--- src/rtl/mem_arb.sv ---
// -----------------------------------------------------------------------------
// mem_arb -- arbiter/sequencer for the single-ported unified memory shared by
// the instruction-fetch port (IF stage) and the data port (MEM stage).
//
// One transaction at a time: IDLE picks a winner (data always beats IF) and
// registers the address/write data, ISSUE strobes mem_en for exactly one
// cycle, WAIT counts down the fixed read latency and captures mem_rdata, and
// RESP pulses the winner's ready for one cycle. Writes skip WAIT.
//
// Ports:
//   clk, rst                 rising-edge clock, asynchronous active-low reset
//   if_req/if_addr           fetch request (held until if_ready) and address
//   if_rdata/if_ready        fetched word and one-cycle completion pulse
//   d_re/d_we/d_addr/d_wdata data request (held until d_ready); both high = write
//   d_rdata/d_ready          read data and one-cycle completion pulse
//   mem_en/mem_we            memory strobe (one cycle per transaction) + write
//   mem_addr/mem_wdata       registered address / write data to the memory
//   mem_rdata                memory read data, valid LAT cycles after mem_en
//   stall_if/stall_pipe      combinational stalls while a port waits
//
// Parameters: LAT (read latency, 1..15), AW (address width).
//
// Optional feature (macro MEM_ARB_PERF_EN): adds if_wait_cnt[15:0] and
// d_wait_cnt[15:0], saturating counts of cycles spent with stall_if /
// stall_pipe asserted.
// -----------------------------------------------------------------------------
module mem_arb #(
  parameter int LAT = 2,
  parameter int AW  = 32
) (
  input  logic          clk,
  input  logic          rst,
  input  logic          if_req,
  input  logic [AW-1:0] if_addr,
  output logic [31:0]   if_rdata,
  output logic          if_ready,
  input  logic          d_re,
  input  logic          d_we,
  input  logic [AW-1:0] d_addr,
  input  logic [31:0]   d_wdata,
  output logic [31:0]   d_rdata,
  output logic          d_ready,
  output logic          mem_en,
  output logic          mem_we,
  output logic [AW-1:0] mem_addr,
  output logic [31:0]   mem_wdata,
  input  logic [31:0]   mem_rdata,
  output logic          stall_if,
  output logic          stall_pipe
`ifdef MEM_ARB_PERF_EN
  ,
  output logic [15:0]   if_wait_cnt,
  output logic [15:0]   d_wait_cnt
`endif
);

  localparam logic [1:0] S_IDLE  = 2'd0;
  localparam logic [1:0] S_ISSUE = 2'd1;
  localparam logic [1:0] S_WAIT  = 2'd2;
  localparam logic [1:0] S_RESP  = 2'd3;

  // LAT is limited to 1..15, so a 4-bit down-counter covers it.
  localparam logic [3:0] LAT_CNT = 4'(LAT);

  logic [1:0] state;
  logic       owner_d;   // 1: data port owns the transaction, 0: IF port
  logic [3:0] lat_cnt;
  logic       d_pend;

  assign d_pend = d_re | d_we;

  // Strobes and pulses decode straight from the state register, so they are
  // glitch-free and fall to 0 the instant reset asserts.
  assign mem_en   = (state == S_ISSUE);
  assign if_ready = (state == S_RESP) & ~owner_d;
  assign d_ready  = (state == S_RESP) &  owner_d;

  assign stall_if   = if_req & ~if_ready;
  assign stall_pipe = d_pend & ~d_ready;

  // NOTE: sequential state uses non-blocking (<=) assignments only, so every
  // flop samples the pre-edge value of its inputs regardless of block order.
  always_ff @(posedge clk or negedge rst) begin
    if (!rst) begin
      state     <= S_IDLE;
      owner_d   <= 1'b0;
      lat_cnt   <= '0;
      mem_we    <= 1'b0;
      mem_addr  <= '0;
      mem_wdata <= '0;
      if_rdata  <= '0;
      d_rdata   <= '0;
    end else begin
      case (state)
        S_IDLE: begin
          // Data wins any simultaneous request; IF only goes when the data
          // port is quiet.
          if (d_pend) begin
            owner_d   <= 1'b1;
            mem_addr  <= d_addr;
            mem_we    <= d_we;
            mem_wdata <= d_wdata;
            state     <= S_ISSUE;
          end else if (if_req) begin
            owner_d  <= 1'b0;
            mem_addr <= if_addr;
            mem_we   <= 1'b0;
            state    <= S_ISSUE;
          end
        end
        S_ISSUE: begin
          if (mem_we) begin
            state <= S_RESP;
          end else begin
            lat_cnt <= LAT_CNT;
            state   <= S_WAIT;
          end
        end
        S_WAIT: begin
          lat_cnt <= lat_cnt - 4'd1;
          // Counter value 1 marks the cycle LAT after mem_en, when the
          // memory presents its data.
          if (lat_cnt == 4'd1) begin
            if (owner_d) d_rdata  <= mem_rdata;
            else         if_rdata <= mem_rdata;
            state <= S_RESP;
          end
        end
        S_RESP: begin
          // Requests are not sampled here: a request still held during its
          // own ready cycle must not be issued a second time.
          state <= S_IDLE;
        end
        default: state <= S_IDLE;
      endcase
    end
  end

`ifdef MEM_ARB_PERF_EN
  always_ff @(posedge clk or negedge rst) begin
    if (!rst) begin
      if_wait_cnt <= '0;
      d_wait_cnt  <= '0;
    end else begin
      if (stall_if && (if_wait_cnt != 16'hFFFF))
        if_wait_cnt <= if_wait_cnt + 16'd1;
      if (stall_pipe && (d_wait_cnt != 16'hFFFF))
        d_wait_cnt <= d_wait_cnt + 16'd1;
    end
  end
`endif

endmodule

--- config.mk ---
export PLATFORM = sky130hd
export DESIGN_NAME = mem_arb
export DESIGN_NICKNAME = d
export VERILOG_FILES = /design/src/rtl/mem_arb.sv
export SDC_FILE = /design/constraint.sdc
export NUM_CORES = 1
export LEC_CHECK = 0
export ABC_AREA = 1
export BUFFER_PORTS_ARGS = -buffer_cell sky130_fd_sc_hd__buf_4
export CORE_MARGIN = 8
export CORE_UTILIZATION = 50
export CTS_CLUSTER_SIZE = 20
export DETAILED_ROUTE_END_ITERATION = 7
export GPL_TIMING_DRIVEN = 0
export PLACE_DENSITY_LB_ADDON = 0.08
export SLEW_MARGIN = 20
export SYNTH_ARGS = -nofsm -noshare
export SYNTH_HDL_FRONTEND = slang
export SYNTH_SLANG_ARGS = --single-unit
--- constraint.sdc ---
create_clock -name clk -period 4.3 [get_ports clk]
set_input_delay 0.215 -clock clk [delete_from_list [all_inputs] [get_ports clk]]
set_output_delay 0.215 -clock clk [all_outputs]
set_load 0.02 [all_outputs]
==> results.md, run 1 <==
- Sequential cell fraction of total power: 0.330
- Status: completed
- Die Width: 124 um
- Fillers: 850
- Mapped Avg Cell Area: about 8.5 sq um
- FF-to-FF setup slack: 2.48 ns
- Pwr Total: between 6 and 7 mW
- Peak supply drop: 0.488 mV
- Total grt overflow: 0
- Max Freq: about 550 MHz
- Synth Cell Area: between 5000 and 6000 sq um
- Setup TNS: 0 ns
- Post-DP HPWL: ~14000 um
- Share of cells above drive strength 1: 0.331
- Sw Pwr: 2.74 mW
- Top-count cell post-synth: nand2_1
- Initial antenna violation count: 0
- Multi-input gate area: about 1900 sq um
- CTS sink cnt: between 100 and 150
- Io pins: around 270
- Mapped Cells: roughly 690
- CP delay by family, top: buffers and inverters
- Clock Path Buffers: 2
- Worst-path clk slew: around 0.060 ns
- Seq. cell area: ~3400 sq um
- Hold path endpoint: mem_wdata[31]
- Cell taking the most area after synthesis: dfrtp_1
- Syn. warnings: 0
- Avg WL per Cell: about 17 um
- Port Buf Inserts: between 200 and 300
- DRT antenna net count: 0
- Combinational power share: 0.448
- Minimum clock period: between 1.5 and 2 ns
- Area grow syn2layout: 48.9%
- Total track usage: 0.244
- CP max-delay cell: dfrtp_1
- Post-layout util: 0.759
- Number of remaining DRC errors: 0
- RSZ-0062 raised after global routing: no
- Worst reg2reg startpoint: state[0]
- Predominant post-synthesis flop cell: dfrtp_1
- First drt pass iteration count: 5
- Mapped Nets: around 830
- GPL Wtd Cong: roughly 0.82
- Total setup buffers inserted after CTS: 0
- Root Buffer: clkbuf_16
- Final layout net count: between 1000 and 1500
- R2R Path End: d_rdata[3]
- # diodes: 0
- Clock Power Share: 0.223
- Cts bufs inserted: 17
- H-tree levels: 4
- Largest net degree at the start of global routing: around 100
- Critical path arrival: 2.15 ns
- Period utilization: 0.423
- EDFF count, synth: 0
- Final Hold Vio Count: 0
- Vias: ~5600
- Vias in the first global route: ~6000
- Max-slew violations: 0
- Final WL: roughly 19000 um
- Clock Skew: roughly 0.0056 ns
- Unique masters post-synth: 19
- Pwr per Cell Area: slightly below 800 nW/um^2
- Critical Path RT: between 4 and 5 ns
- Crit path max fanout: 10
- Synth top area share: 0.584
- Worst Reg-to-Reg Cells: 7
- Worst setup EP type: flip-flop
- Hold Path Origin: d_wdata[31]
- # setup viols final: 0
- CP cell instances: inv_1 -> ha_1 -> buf_2 -> nand4_4 -> clkbuf_1 -> nand2_1 -> o21ai_0
- Global-route wire length before repair: approximately 29000 um
- Worst path bufs/invs: 3
- Row cnt: 39
- Internal: between 4 and 5 mW
- Worst slew pin tran: slightly below 0.5 ns
- 1st-iter DRT viols: 408
- Post-synth top cells: 275 x nand2_1, 136 x dfrtp_1, 76 x inv_1
- CP Launch Type: flip-flop
- Pleak: around 4.8 nW
- Hold path depth: 3
- Core Area: 11400 sq um
- Clk_lat worst skew: approximately 0.41 ns
- Async SR Flop Fraction: 1.00
- Die Ht: 124 um
- Sequential area share after synthesis: 0.584
- Max transition margin: 0.673
- CTS tree: built
- Hold WC Path Type: input port to flip-flop
- Total die area: 15400 sq um
- Number of synthesized register bits: about 140
- CP Class: flip-flop to flip-flop
- CP max stage delay: 0.43 ns
- Initial Util: 0.510
- Max-cap violations: 0
- Switching fraction of total power: 0.398
- Synth top area cells: dfrtp_1 58%, nand2_1 18%, o21ai_0 6.0%
- Vias per cell: about 5
worst register-to-register path, delay by kind of cell (launching register included):
family / cells / cell delay (ns)
and+or+nand+nor: 2 / 0.29
buffers and inverters: 3 / 0.72
DFF: 1 / 0.43
adders and majority gates: 1 / 0.20
AOI/OAI and AO/OA: 1 / 0.10
repair_timing:
action                     4_1_cts  5_1_grt
setup endpoints to repair        0        0
resized for setup                0        0
hold buffers                     1        0
hold endpoints to repair        35        0
power by group through the flow:
| stage | registers, mW | logic (mW) | clock network [mW] |
|---|---|---|---|
| floorplan | 2.92 | 0.970 | 0 |
| global placement | 2.23 | 3.02 | 0 |
| global route | 2.33 | 3.34 | 1.60 |
| finish | 2.27 | 3.08 | 1.53 |
| CTS | 2.26 | 3.12 | 1.56 |
| detailed placement | 2.26 | 3.11 | 0 |
cell usage in the layout, fill, tap and decap left out, types with 4 or more instances in the layout:
cell       Yosys  final
clkbuf_1       9     13
dfrtp_1      136    136
ha_1           7      7
nand2_1      275    275
clkbuf_16      0     17
nor2_1         5      5
o21ai_0       70     70
inv_1         76     76
o21ai_1       31     31
nand3_1       39     39
buf_2         17     17
bufinv_16      0      4
buf_4          6    271
cell families after synthesis:
group                      Yosys count  share of synthesized area
buffers and inverters              114                     0.0836
AOI/OAI and AO/OA                  104                     0.0904
and+or+nand+nor                    323                      0.225
DFF                                136                      0.584
adders and majority gates            7                     0.0150
xor gates and xnor gates             1                    0.00150
through the flow:
stage | setup WS, ns | std cells | hold slack [ns] | instance area [sq um]
global placement | 2.53 | 1094 | 0.448 | 8000
finish | 2.48 | 1128 | 0.0335 | 8670
global route | 2.30 | 1128 | 0.0362 | 8670
detailed placement | 2.47 | 1095 | 0.108 | 8040
floorplan | 2.77 | 685 | -0.0806 | 5820
CTS | 2.47 | 1128 | 0.0195 | 8670
worst max path at each step:
stage                     startpoint            to  slack (ns)  cells past startpoint
after detailed placement    state[0]   mem_addr[6]        2.47                      6
after floorplan             state[0]   mem_addr[6]        2.77                      8
after global placement           rst  if_rdata[26]        2.53                      1
final                       state[0]    d_rdata[3]        2.48                      7
after global routing        state[0]    d_rdata[4]        2.30                      7
after CTS                   state[0]   mem_addr[6]        2.47                      6
final cells by class:
type	instances	share of cell area
flip-flops and latches	136	0.393
clock inverters	8	0.0165
well taps	143	0.0206
plain buffers	37	0.0228
repair buffers	268	0.236
multi-input cells	435	0.223
inverters	77	0.0333
clock buffers	24	0.0556
state kept, by name, indices dropped and copies added, names as in the netlist:
name       count
d_rdata       32
if_rdata      32
lat_cnt        4
mem_addr      32
mem_wdata     32
mem_we         1
owner_d        1
state          2
layer usage:
metal  part of all wire  track usage  up-vias
li1                   -            -     2693
met2               0.50        0.406      222
met4              0.036        0.114        0
met5                  0            0        -
met3              0.074       0.0771       42
met1               0.39        0.282     2652
No activity file was read; power rests on OpenSTA's default activity.
==> run 2, diff against run 1 <==
--- a/config.mk
+++ b/config.mk
@@ -8,7 +8,7 @@
 export ABC_AREA = 1
 export BUFFER_PORTS_ARGS = -buffer_cell sky130_fd_sc_hd__buf_4
 export CORE_MARGIN = 8
-export CORE_UTILIZATION = 50
+export CORE_UTILIZATION = 42
 export CTS_CLUSTER_SIZE = 20
 export DETAILED_ROUTE_END_ITERATION = 7
 export GPL_TIMING_DRIVEN = 0
==> constraint.sdc (replaced) <==
create_clock -name clk -period 1.5 [get_ports clk]
set_input_delay 0.075 -clock clk [delete_from_list [all_inputs] [get_ports clk]]
set_output_delay 0.075 -clock clk [all_outputs]
set_load 0.02 [all_outputs]
==> results.md, run 2 (synthesis gave the netlist of run 1 again) <==
- Clock Path Buffers: 2 (unchanged)
- CTS sink cnt: 136 (unchanged)
- Period utilization: 1.02 (+0.592)
- Setup TNS: -0.122 ns (-0.122 ns)
- Seq. cell area: 3400 sq um (unchanged)
- CTS tree: built
- Pleak: 5.56 nW (+15%)
- Global-route wire length before repair: 33100 um (+15%)
- GPL Wtd Cong: 0.764 (-7.2%)
- Clk_lat worst skew: 0.42 ns (about the same)
- Max-slew violations: 0 (unchanged)
- Clock Skew: 0.00600 ns (+0.000410 ns)
- Final hold slack: 0.00682 ns (-0.0267 ns)
- Total track usage: 0.235 (-0.00890)
- Worst Reg-to-Reg Cells: 7 (unchanged)
- RSZ-0062 raised after global routing: yes
- CP Launch Type: flip-flop
- Final WL: 21500 um (+15%)
- First drt pass iteration count: 4 (-1)
- Most frequent cells in the layout: 277 x buf_4, 244 x nand2_1, 136 x dfrtp_1
- Worst path bufs/invs: 3 (unchanged)
- Largest net degree at the start of global routing: 91 (-11%)
- Critical Path RT: 1.84 ns (-2.79 ns)
- Final Hold Vio Count: 0 (unchanged)
- Hold WC Path Type: input port to flip-flop
- Total grt overflow: 0 (unchanged)
- CP delay by family, top: buffers and inverters
- Stages on the worst setup path: 7 (unchanged)
- Die Width: 134 um (+7.9%)
- Final layout net count: 1258 (+13%)
- Commonest non-fill, non-tap cell in the layout: buf_4
- Area grow syn2layout: 81.6%
- Crit path max fanout: 8 (-2)
- Number of remaining DRC errors: 0 (unchanged)
- Vias in the first global route: 6483 (+11%)
- Total die area: 17900 sq um (+16%)
- Failing checks: negative setup slack
- Max Freq: 657 MHz (+19%)
- Vias per cell: 4.76 (-4.4%)
- Vias: 6235 (+11%)
- # diodes: 0 (unchanged)
- Pwr Total: 21.0 mW (+210%)
- Initial antenna violation count: 0 (unchanged)
- CP max-delay cell: dfrtp_1
- Post-DP HPWL: 13800 um (-2.4%)
- Initial Util: 0.425 (-0.0855)
- # setup viols final: 14 (+14)
- DRT antenna net count: 0 (unchanged)
- Core Area: 13700 sq um (+20%)
- Peak supply drop: 1.21 mV (+150%)
- Multi-input gate area: 2190 sq um (+13%)
- Critical path arrival: 1.87 ns (-0.28 ns)
- CP max stage delay: 0.42 ns (about the same)
- Die Ht: 134 um (+7.9%)
- Hold path depth: 5 (+2)
- CP Class: flip-flop to flip-flop
- Cts bufs inserted: 17 (unchanged)
- Avg WL per Cell: 16.4 um (-0.78%)
- Status: complete, but fails checks
- 1st-iter DRT viols: 242 (-41%)
- Row cnt: 43 (+10%)
- Max transition margin: 0.668 (-0.00447)
- Fillers: 953 (+12%)
- Post-layout util: 0.771 (+0.0118)
- CP cell instances: inv_2 -> ha_4 -> a21boi_4 -> buf_8 -> clkbuf_16 -> nand2_2 -> o21ai_1
- Port Buf Inserts: 266 (unchanged)
- Worst setup EP type: flip-flop
- Root Buffer: clkbuf_16
- Worst slew pin tran: 0.497 ns (+0.00671 ns)
- Minimum clock period: 1.52 ns (-0.296 ns)
- H-tree levels: 4 (unchanged)
- Pwr per Cell Area: 1980 nW/um^2 (+150%)
- Share of cells above drive strength 1: 0.370 (+0.0395)
- Io pins: 267 (unchanged)
- FF-to-FF setup slack: -0.02 ns (-2.50 ns)
- Worst Slack Setup Final: -0.0232 ns (-2.50 ns)
- Worst-path clk slew: 0.06 ns (about the same)
- Max-cap violations: 0 (unchanged)
==> run 2: worst min-delay path: stages <==
cell     delay (ns)
buf_4          0.08
nand2_1        0.04
nand2_1        0.07
nand2_2        0.06
o21ai_1        0.06
==> run 2: timing repair <==
item / in CTS / in global routing
pin swaps: 2 / 9
buffers inserted: 11 / 3
setup endpoints to repair: 124 / 133
hold buffers: 126 / 0
hold endpoints to repair: 208 / 0
gates cloned: 2 / 6
gates resized for setup: 44 / 115
==> run 2: per-stage QoR <==
stage	worst slack, ns	cells	area (sq um)
after floorplan	0.0128	685	5830
after global placement	-0.268	1131	8050
after detailed placement	-0.322	1132	8090
after CTS	-0.0303	1303	10200
after global routing	-0.0861	1311	10600
final	-0.0232	1311	10600
==> run 2: worst paths after layout <==
check	startpoint	end
max	state[0]	mem_addr[20]
min	d_addr[29]	mem_addr[29]
max reg2reg	state[0]	mem_addr[20]
min reg2reg	mem_wdata[8]	mem_wdata[8]
max in group asynchronous	rst	if_rdata[18]
min in group asynchronous	rst	mem_wdata[19]
==> run 2: area by class of cell <==
cell class,count,share of cell area
buffer,36,0.0338
clock buffer,18,0.0406
clock inverter,14,0.0143
inverter,77,0.0273
multi-input combinational,437,0.207
sequential,136,0.322
tap,180,0.0213
timing repair buffer,413,0.334
==> run 2: report_power, final <==
| part | internal (mW) | switching (mW) | total (mW) |
|---|---|---|---|
| registers | 5.42 | 1.09 | 6.50 |
| clock network | 2.45 | 1.63 | 4.08 |
| logic | 4.56 | 5.86 | 10.4 |
==> run 2: per-layer routing <==
| metal | vias up | GRT usage | share of wire |
|---|---|---|---|
| li1 | 3005 | - | - |
| met1 | 2930 | 0.253 | 0.37 |
| met2 | 245 | 0.396 | 0.51 |
| met3 | 55 | 0.0851 | 0.075 |
| met4 | 0 | 0.125 | 0.040 |
| met5 | - | 0 | 0 |
==> run 3, diff against run 2 <==
--- a/config.mk
+++ b/config.mk
@@ -5,7 +5,6 @@
 export SDC_FILE = /design/constraint.sdc
 export NUM_CORES = 1
 export LEC_CHECK = 0
-export ABC_AREA = 1
 export BUFFER_PORTS_ARGS = -buffer_cell sky130_fd_sc_hd__buf_4
 export CORE_MARGIN = 8
 export CORE_UTILIZATION = 42
==> results.md, run 3 <==
- Status: complete, but fails checks
- Failing checks: negative setup slack
- Initial Util: 0.428 (+0.00337)
- Worst reg2reg startpoint: lat_cnt[1]
- Clk_lat worst skew: 0.42 ns (about the same)
- Syn. warnings: 0 (unchanged)
- Post-synth top cells: 136 x dfrtp_1, 65 x mux2_2, 38 x nand2_1
- First drt pass iteration count: 4 (unchanged)
- Number of remaining DRC errors: 0 (unchanged)
- Worst setup EP type: flip-flop
- CP startpoint: lat_cnt[1]
- Avg WL per Cell: 20.3 um (+24%)
- Synth Cell Area: 5640 sq um (-3.1%)
- Clock Path Buffers: 2 (unchanged)
- Final Hold Vio Count: 0 (unchanged)
- Initial antenna violation count: 3 (+3)
- Worst slew pin tran: 0.825 ns (+0.327 ns)
- Critical path arrival: 2.33 ns (+0.46 ns)
- Total track usage: 0.232 (-0.00314)
- Peak supply drop: 1.43 mV (+19%)
- Port Buf Inserts: 266 (unchanged)
- Worst-path clk slew: 0.06 ns (about the same)
- Cell taking the most area after synthesis: dfrtp_1
- H-tree levels: 4 (unchanged)
- Max Freq: 491 MHz (-25%)
- Total die area: 17400 sq um (-2.7%)
- Root Buffer: clkbuf_16
- Vias: 5089 (-18%)
- CP Class: flip-flop to flip-flop
- GPL Wtd Cong: 0.738 (-3.5%)
- Final layout net count: 988 (-21%)
- Sequential area share after synthesis: 0.603 (+0.0187)
- Core Area: 13200 sq um (-3.9%)
- Crit path max fanout: 10 (+2)
- CTS sink cnt: 136 (unchanged)
- Post-layout util: 0.841 (+0.0703)
- 1st-iter DRT viols: 180 (-26%)
- Clock Skew: 0.00463 ns (-0.00137 ns)
- Commonest non-fill, non-tap cell in the layout: buf_4
- Worst Slack Setup Final: -0.538 ns (-0.515 ns)
- Die Width: 132 um (-1.4%)
- Top-count cell post-synth: dfrtp_1
- Mapped Avg Cell Area: 14.2 sq um (+67%)
- Period utilization: 1.36 (+0.343)
- CTS tree: built
- # setup viols final: 137 (+123)
- Area grow syn2layout: 96.6%
- Global-route wire length before repair: 31800 um (-3.9%)
- CP Launch Type: flip-flop
- Max-cap violations: 0 (unchanged)
- Cts bufs inserted: 17 (unchanged)
- Final hold slack: 0.177 ns (+0.170 ns)
- Row cnt: 42 (-2.3%)
- Mapped Nets: 537 (-35%)
- Number of synthesized register bits: 136 (unchanged)
- RSZ-0062 raised after global routing: yes
- Vias per cell: 4.89 (+2.9%)
- Hold WC Path Type: input port to asynchronous set/reset pin
- Vias in the first global route: 5769 (-11%)
- Max transition margin: 0.448 (-0.220)
- Setup TNS: -38.59 ns (-38.47 ns)
- Total grt overflow: 0 (unchanged)
- Max-slew violations: 0 (unchanged)
- Post-place setup slack: -0.698 ns (-0.377 ns)
- Final WL: 21100 um (-1.8%)
- Predominant post-synthesis flop cell: dfrtp_1
- Minimum clock period: 2.04 ns (+0.515 ns)
- Unique masters post-synth: 31 (+12)
- Io pins: 267 (unchanged)
- Synth top area share: 0.603 (+0.0187)
- Critical Path RT: 1.80 ns (-0.04 ns)
- Share of cells above drive strength 1: 0.605 (+0.235)
- Synth top area cells: dfrtp_1 60%, mux2_2 13%, mux2_4 8.0%
- Die Ht: 132 um (-1.4%)
- Post-DP HPWL: 12300 um (-11%)
- Mapped Cells: 397 (-42%)
- EDFF count, synth: 0 (unchanged)
- Pleak: 5.47 nW (-1.7%)
- Most frequent cells in the layout: 273 x buf_4, 135 x dfrtp_1, 130 x dlygate4sd3_1
- Async SR Flop Fraction: 1.00 (unchanged)
- Pwr per Cell Area: 2170 nW/um^2 (+9.5%)
- DRT antenna net count: 0 (unchanged)
- Largest net degree at the start of global routing: 80 (-12%)
## run 3: final cells by class
cell class	count	area, sq um
Timing Repair Buffer	432	3800
Sequential cell	136	3400
Multi-Input combinational cell	235	2710
Fill cell	666	2090
Clock buffer	21	480
Buffer	19	248
Tap cell	176	220
Clock inverter	11	191
Inverter	7	33.8
Antenna cell	3	7.51
## run 3: power by group
group	switching, mW	internal, mW	total, mW
clock	1.56	3.13	4.69
sequential	1.41	5.56	6.97
combinational	5.86	6.60	12.5
## run 3: path summary, 6_finish.rpt
path	slack, ns	cells past startpoint	endpoint
max	-0.54	7	d_rdata[6]
min	0.18	2	if_rdata[5]
max reg2reg	-0.54	7	d_rdata[6]
min reg2reg	0.50	2	mem_addr[6]
max in group asynchronous	0.56	3	state[0]
min in group clk	0.24	4	mem_addr[24]
## run 3: repair_timing
action / 4_1_cts / 5_1_grt
pin swaps: 14 / 26
buffers inserted: 19 / 6
hold buffers: 130 / 0
gates cloned: 9 / 3
setup endpoints to repair: 132 / 138
endpoints found under the hold margin: 186 / 0
resized for setup: 144 / 112
## run 3: critical path, cell delays in order, from the launching register on
cell	delay (ns)
dfrtp_1	0.40
inv_2	0.08
ha_4	0.12
or3b_4	0.39
or3_1	0.33
buf_6	0.15
buf_12	0.15
mux2_4	0.30
## run 3: metrics by stage
step                instance area (sq um)  power (mW)  cells
finish                              11100        24.1   1040
global route                        11100        25.2   1040
CTS                                 10700        22.8   1030
detailed placement                   7960        16.1    840
global placement                     7930        15.8    839
floorplan                            5710        11.8    397
## run 3: metal layers
metal,vias up,track usage,wire [um]
met5,-,0,0
met4,0,0.110,720
met3,54,0.0850,1570
met2,205,0.399,10800
met1,2523,0.247,8020
li1,2307,-,-
## run 3: cells by family (layout without fill, tap and decap cells)
kind of cell / count (synthesis) / in the layout / share of synthesized area
DFF: 136 / 136 / 0.603
other: 0 / 3 / 0
AOI/OAI and AO/OA: 42 / 43 / 0.0410
and+or+nand+nor: 54 / 54 / 0.0432
muxes: 131 / 131 / 0.274
adders and majority gates: 7 / 7 / 0.0155
buffers and inverters: 27 / 490 / 0.0235
